[config.mk]
export PLATFORM = sky130hd
export DESIGN_NAME = aes_round_sequencer
export DESIGN_NICKNAME = d
export VERILOG_FILES = /design/src/rtl/aes_pkg.sv /design/src/rtl/aes_seq_fsm.sv /design/src/rtl/aes_round_sequencer.sv
export SDC_FILE = /design/constraint.sdc
export NUM_CORES = 1
export LEC_CHECK = 0
export ABC_AREA = 0
export ABC_CLOCK_PERIOD_IN_PS = 14100
export CORE_AREA = 2 2 253 255
export CTS_CLUSTER_SIZE = 16
export DETAILED_ROUTE_END_ITERATION = 8
export DIE_AREA = 0 0 255 257
export GPL_ROUTABILITY_DRIVEN = 0
export PLACE_DENSITY = 0.57
export SLEW_MARGIN = 20
export SYNTH_ARGS = -nofsm -noshare
export SYNTH_HDL_FRONTEND = slang
export SYNTH_HIERARCHICAL = 1
export SYNTH_SLANG_ARGS = --single-unit
[constraint.sdc]
create_clock -name clk -period 14.1 [get_ports clk]
set_input_delay 4.23 -clock clk [delete_from_list [all_inputs] [get_ports clk]]
set_output_delay 4.23 -clock clk [all_outputs]
set_load 0.05 [all_outputs]
[src/rtl/aes_pkg.sv]
// rtl/aes_pkg.sv - shared constants and encodings for the AES-128 round sequencer
// Contents: round/width constants, round-key address limits, FSM state and datapath-op encodings.
package aes_pkg;

  localparam int AES_NR    = 10;
  localparam int AES_DW    = 128;
  localparam int RK_ADDR_W = 4;

  localparam logic [RK_ADDR_W-1:0] RK_ADDR_CIPHER = 4'd0;
  localparam logic [RK_ADDR_W-1:0] RK_ADDR_LAST   = 4'd10;

  typedef enum logic [1:0] {
    ST_IDLE  = 2'd0,
    ST_ARK0  = 2'd1,
    ST_ROUND = 2'd2,
    ST_OUT   = 2'd3
  } seq_state_e;

  // Update applied to the 128-bit block register on the next edge.
  typedef enum logic [2:0] {
    DP_HOLD  = 3'd0,
    DP_LOAD  = 3'd1,
    DP_ARK0  = 3'd2,
    DP_ROUND = 3'd3,
    DP_CLEAR = 3'd4
  } dp_op_e;

endpackage

[src/rtl/aes_seq_fsm.sv]
// rtl/aes_seq_fsm.sv - control FSM and round counter for the AES-128 round sequencer
// Ports: clk/rst (async active-high); key_loaded, in_valid, out_ready in;
//        in_ready, out_valid, busy, abort (registered pulse), rnd_final, rk_addr, dp_op out.
module aes_seq_fsm
  import aes_pkg::*;
#(
  parameter int NR = AES_NR
) (
  input  logic                 clk,
  input  logic                 rst,
  input  logic                 key_loaded,
  input  logic                 in_valid,
  input  logic                 out_ready,
  output logic                 in_ready,
  output logic                 out_valid,
  output logic                 busy,
  output logic                 abort,
  output logic                 rnd_final,
  output logic [RK_ADDR_W-1:0] rk_addr,
  output dp_op_e               dp_op
);

  localparam logic [RK_ADDR_W-1:0] LAST_RND = RK_ADDR_W'(NR);

  seq_state_e           state_q, state_d;
  logic [RK_ADDR_W-1:0] cnt_q, cnt_d;
  logic                 abort_q, abort_d;

  always_ff @(posedge clk or posedge rst) begin
    if (rst) begin
      state_q <= ST_IDLE;
      cnt_q   <= RK_ADDR_CIPHER;
      abort_q <= 1'b0;
    end else begin
      state_q <= state_d;
      cnt_q   <= cnt_d;
      abort_q <= abort_d;
    end
  end

  always_comb begin
    state_d   = state_q;
    cnt_d     = cnt_q;
    abort_d   = 1'b0;
    dp_op     = DP_HOLD;
    in_ready  = 1'b0;
    out_valid = 1'b0;
    busy      = 1'b0;
    rnd_final = 1'b0;
    case (state_q)
      ST_IDLE: begin
        // Held low during reset so nothing looks acceptable while rst is asserted.
        in_ready = key_loaded & ~rst;
        if (in_valid && in_ready) begin
          state_d = ST_ARK0;
          cnt_d   = RK_ADDR_CIPHER;
          dp_op   = DP_LOAD;
        end
      end
      ST_ARK0: begin
        busy = 1'b1;
        if (!key_loaded) begin
          state_d = ST_IDLE;
          cnt_d   = RK_ADDR_CIPHER;
          abort_d = 1'b1;
          dp_op   = DP_CLEAR;
        end else begin
          state_d = ST_ROUND;
          cnt_d   = 4'd1;
          dp_op   = DP_ARK0;
        end
      end
      ST_ROUND: begin
        busy      = 1'b1;
        rnd_final = (cnt_q == LAST_RND);
        if (!key_loaded) begin
          state_d = ST_IDLE;
          cnt_d   = RK_ADDR_CIPHER;
          abort_d = 1'b1;
          dp_op   = DP_CLEAR;
        end else begin
          dp_op = DP_ROUND;
          if (rnd_final) begin
            state_d = ST_OUT;
          end else begin
            cnt_d = cnt_q + 4'd1;
          end
        end
      end
      ST_OUT: begin
        // Ciphertext is complete here, so key_loaded no longer matters.
        out_valid = 1'b1;
        if (out_ready) begin
          state_d = ST_IDLE;
          cnt_d   = RK_ADDR_CIPHER;
        end
      end
      default: begin
        state_d = ST_IDLE;
        cnt_d   = RK_ADDR_CIPHER;
      end
    endcase
  end

  assign rk_addr = cnt_q;
  assign abort   = abort_q;

endmodule

[src/rtl/aes_round_sequencer.sv]
// rtl/aes_round_sequencer.sv - one AES-128 encryption per block over an external round function and round-key store
// Ports: clk/rst (async active-high); in_valid/in_ready/in_data plaintext; rk_addr/rk_data round-key read;
//        rnd_in/rnd_final/rnd_out round function; out_valid/out_ready/out_data ciphertext; busy; abort.
// Option: AES_SEQ_PERF_EN adds blk_count[15:0] and abort_count[7:0] saturating counters.
module aes_round_sequencer
  import aes_pkg::*;
#(
  parameter int NR = AES_NR,
  parameter int DW = AES_DW
) (
  input  logic                 clk,
  input  logic                 rst,
  input  logic                 key_loaded,
  input  logic                 in_valid,
  output logic                 in_ready,
  input  logic [DW-1:0]        in_data,
  output logic [RK_ADDR_W-1:0] rk_addr,
  input  logic [DW-1:0]        rk_data,
  output logic [DW-1:0]        rnd_in,
  output logic                 rnd_final,
  input  logic [DW-1:0]        rnd_out,
  output logic                 out_valid,
  input  logic                 out_ready,
  output logic [DW-1:0]        out_data,
  output logic                 busy,
  output logic                 abort
`ifdef AES_SEQ_PERF_EN
  ,
  output logic [15:0]          blk_count,
  output logic [7:0]           abort_count
`endif
);

  dp_op_e        dp_op;
  logic [DW-1:0] blk_q, blk_d;

  aes_seq_fsm #(
    .NR(NR)
  ) u_fsm (
    .clk       (clk),
    .rst       (rst),
    .key_loaded(key_loaded),
    .in_valid  (in_valid),
    .out_ready (out_ready),
    .in_ready  (in_ready),
    .out_valid (out_valid),
    .busy      (busy),
    .abort     (abort),
    .rnd_final (rnd_final),
    .rk_addr   (rk_addr),
    .dp_op     (dp_op)
  );

  always_ff @(posedge clk or posedge rst) begin
    if (rst) begin
      blk_q <= '0;
    end else begin
      blk_q <= blk_d;
    end
  end

  always_comb begin
    blk_d = blk_q;
    case (dp_op)
      DP_LOAD:  blk_d = in_data;
      DP_ARK0:  blk_d = blk_q ^ rk_data;
      DP_ROUND: blk_d = rnd_out ^ rk_data;
      DP_CLEAR: blk_d = '0;
      default:  blk_d = blk_q;
    endcase
  end

  assign rnd_in   = blk_q;
  assign out_data = blk_q;

`ifdef AES_SEQ_PERF_EN
  logic [15:0] blk_count_q, blk_count_d;
  logic [7:0]  abort_count_q, abort_count_d;

  always_ff @(posedge clk or posedge rst) begin
    if (rst) begin
      blk_count_q   <= '0;
      abort_count_q <= '0;
    end else begin
      blk_count_q   <= blk_count_d;
      abort_count_q <= abort_count_d;
    end
  end

  always_comb begin
    blk_count_d   = blk_count_q;
    abort_count_d = abort_count_q;
    if (out_valid && out_ready && (blk_count_q != 16'hFFFF)) begin
      blk_count_d = blk_count_q + 16'd1;
    end
    if (abort && (abort_count_q != 8'hFF)) begin
      abort_count_d = abort_count_q + 8'd1;
    end
  end

  assign blk_count   = blk_count_q;
  assign abort_count = abort_count_q;
`endif

endmodule

==> out/qor.csv <==
metric,value,unit
outcome,"finished, final reports clean",
slew margin rel.,29.1,%
Iteration-0 DRC Markers,662,
Lkg Pwr,7.32,nW
critical path class,primary input to output port,
"commonest non-fill, non-tap cell in the layout",clkdlybuf4s50_1,
hpwl dp,36.5,mm
CTS root buf,clkbuf_16,
layout cells sized above 1,3.41,%
P_sw,2.87,mW
vias in the first global route,12900,
CTS max path bufs,2,
critical path startpoint category,primary input,
clock skew,11.1,ps
"most used cell, CP",clkdlybuf4s50_1,
Sequential Power Share,17.1,%
Resize count post-CTS,0,
crit path max fanout,9,
Synth Area per Inst,9.01,um^2
Port Buffers,653,
Final Setup Violations,0,
Post-CTS Hold Buffers,0,
CP max-delay cell,clkdlybuf4s50_1,
Most used DFF post-synth,dfrtp_1,
crit path launch,rst,
clock slew at reported path FFs,60,ps
P&R area growth vs syn,54.1,%
VDD IR max,0.154,mV
Int Pwr,2.13,mW
sw frac,57.5,%
#FFs+latches synth,135,
"Largest delay share family, worst path",buffers and inverters,
RSZ-0062 raised after global routing,false,
post-route ant nets,0,
maximum clock rate,96.7,MHz
largest net degree at the start of global routing,170,
synth warn,6,
worst-skew pair later-pin latency,470,ps
Post-synth EDFFs,0,
CTS tree,done,
Std-Cell Rows,92,
fin nets,2171,
Hold Slack,614,ps
reg2reg start,u_fsm/state_q[0],
Worst Path Arrival,6120,ps
"Cell Area, Synth",12300,um^2
core area,62700,um^2
register-to-register setup slack,9570,ps
final hold viol count,0,
Die Wd,255,um
Layout Utilization,30.1,%
CTS Buf Count,17,
R2R depth,8,
post-layout min period,10350,ps
Post-Route Setup TNS,0,ps
GR Overflow Total,0,
initial antenna violation count,2,
Filler cells,6526,
Gate power share,74.2,%
Critical Path End Type,output port,
TritonRoute pass-1 iters,5,
Die Footprint,65500,um^2
end point of the critical path,in_ready,
# IOs,654,
Stages on worst setup path,4,
PwrDens,265,nW/um^2
Max-Cap Viols,0,
H-tree levels,4,
Yosys cell types,42,
fin crit share,73.4,%
vias,12600,
reg-to-reg endpoint,out_data[32],
CP Data Required Time,9870,ps
die height,257,um
clk sinks,135,
Synth async-reset ratio,100,%
Clock Power Share,8.7,%
drt wl/cell,20.2,um
Hold WC Path Type,flop to flop,
final slew viol count,0,
worst slew pin tran,1060,ps
first-pass GRT wire length,78.6,mm
register area share after synthesis,27.6,%
post-CTS setup buffers,0,
Post-Route WL,53.1,mm
routed vias/inst,4.78,
Crit path buffers/inverters,3,
Mapped Nets,1757,
cells after synthesis,1360,
Multi-input gate area,7210,um^2
most frequent cells in the layout,"653 x clkdlybuf4s50_1, 258 x mux2i_1, 135 x dfrtp_1",
gr usage total,15.6,%
Initial Utilization,19.5,%
Crit path largest cell delay,800,ps
FF+latch area,3380,um^2
CP cell instances,clkdlybuf4s50_1 > inv_1 > and3_2 > clkdlybuf4s50_1,
DRC,0,
## logic make-up after synthesis
family / after synthesis / share of synthesized area [%]
and+or+nand+nor: 408 / 23.7
buffers and inverters: 280 / 13.9
AOI/OAI and AO/OA: 271 / 12.9
DFF: 135 / 27.6
adders and majority gates: 8 / 0.817
muxes: 258 / 21.1
## per-layer routing
layer | up-vias | global-route usage [%] | share of wire, %
li1 | 5754 | - | -
met1 | 6220 | 17.8 | 40
met2 | 532 | 27.6 | 50
met3 | 75 | 4.03 | 7.3
met4 | 2 | 6.24 | 2.7
met5 | - | 0 | 0.015
## sequential cells by signal, summed over array words and instances (netlist names)
| signal | flops |
|---|---|
| out_data | 128 |
| u_fsm/abort | 1 |
| u_fsm/rk_addr | 4 |
| u_fsm/state_q | 2 |
## tightest hold or removal path: stages, from the launching register on
cell and delay (ps):
dfrtp_1 390, a21oi_1 50, a31oi_1 120
## power groups by stage
stage | Combinational, mW | Clock (mW) | Sequential [mW]
detailed placement | 3.73 | 0 | 0.860
floorplan | 2.20 | 0 | 1.44
global placement | 3.70 | 0 | 0.850
CTS | 3.74 | 0.454 | 0.858
finish | 3.71 | 0.437 | 0.853
global route | 3.91 | 0.471 | 0.886
## worst min-delay path by stage
stage,slack [ps],endpoint,startpoint,depth (start not counted)
after global placement,580,u_fsm/rk_addr[3],u_fsm/rk_addr[3],1
after detailed placement,590,u_fsm/rk_addr[3],u_fsm/rk_addr[3],1
after CTS,610,out_data[62],out_data[62],2
final,610,out_data[43],out_data[43],2
after global routing,640,out_data[55],out_data[55],2
after floorplan,550,u_fsm/state_q[0],u_fsm/state_q[0],1
## stage by stage
step / cell area (um^2) / total power, mW / std cells / worst slack (ps)
after floorplan: 12300 / 3.64 / 1360 / 5070
after global placement: 18300 / 4.55 / 2601 / 3710
after detailed placement: 18300 / 4.59 / 2601 / 3730
after CTS: 18900 / 5.05 / 2633 / 3730
after global routing: 18900 / 5.27 / 2633 / 3680
final: 18900 / 5.00 / 2634 / 3750
## final cells by class
cell class | count | share of cell area (%)
timing repair buffer | 667 | 35.2
multi-input combinational | 945 | 38.2
sequential | 135 | 17.9
clock buffer | 21 | 2.44
antenna | 1 | 0.0133
clock inverter | 11 | 0.404
inverter | 8 | 0.186
tap | 846 | 5.61
## synthesized netlist by cell type (2+ instances only)
cell / count / area share [%]
nand3_1: 129 / 5.3
and3_2: 2 / 0.12
buf_4: 130 / 8.0
a21oi_1: 129 / 5.3
or3b_1: 2 / 0.14
nor3b_1: 128 / 7.8
a31oi_1: 129 / 6.6
nand4b_1: 2 / 0.14
mux2i_1: 258 / 21
and2_4: 2 / 0.14
inv_1: 8 / 0.25
o22ai_1: 2 / 0.10
clkbuf_1: 85 / 2.6
buf_1: 3 / 0.092
dfrtp_1: 135 / 28
buf_6: 15 / 1.4
nor2_1: 3 / 0.092
nor2b_1: 2 / 0.10
and3b_1: 129 / 9.2
ha_1: 8 / 0.82
buf_2: 38 / 1.6
Power figures use the tool's default switching activity.
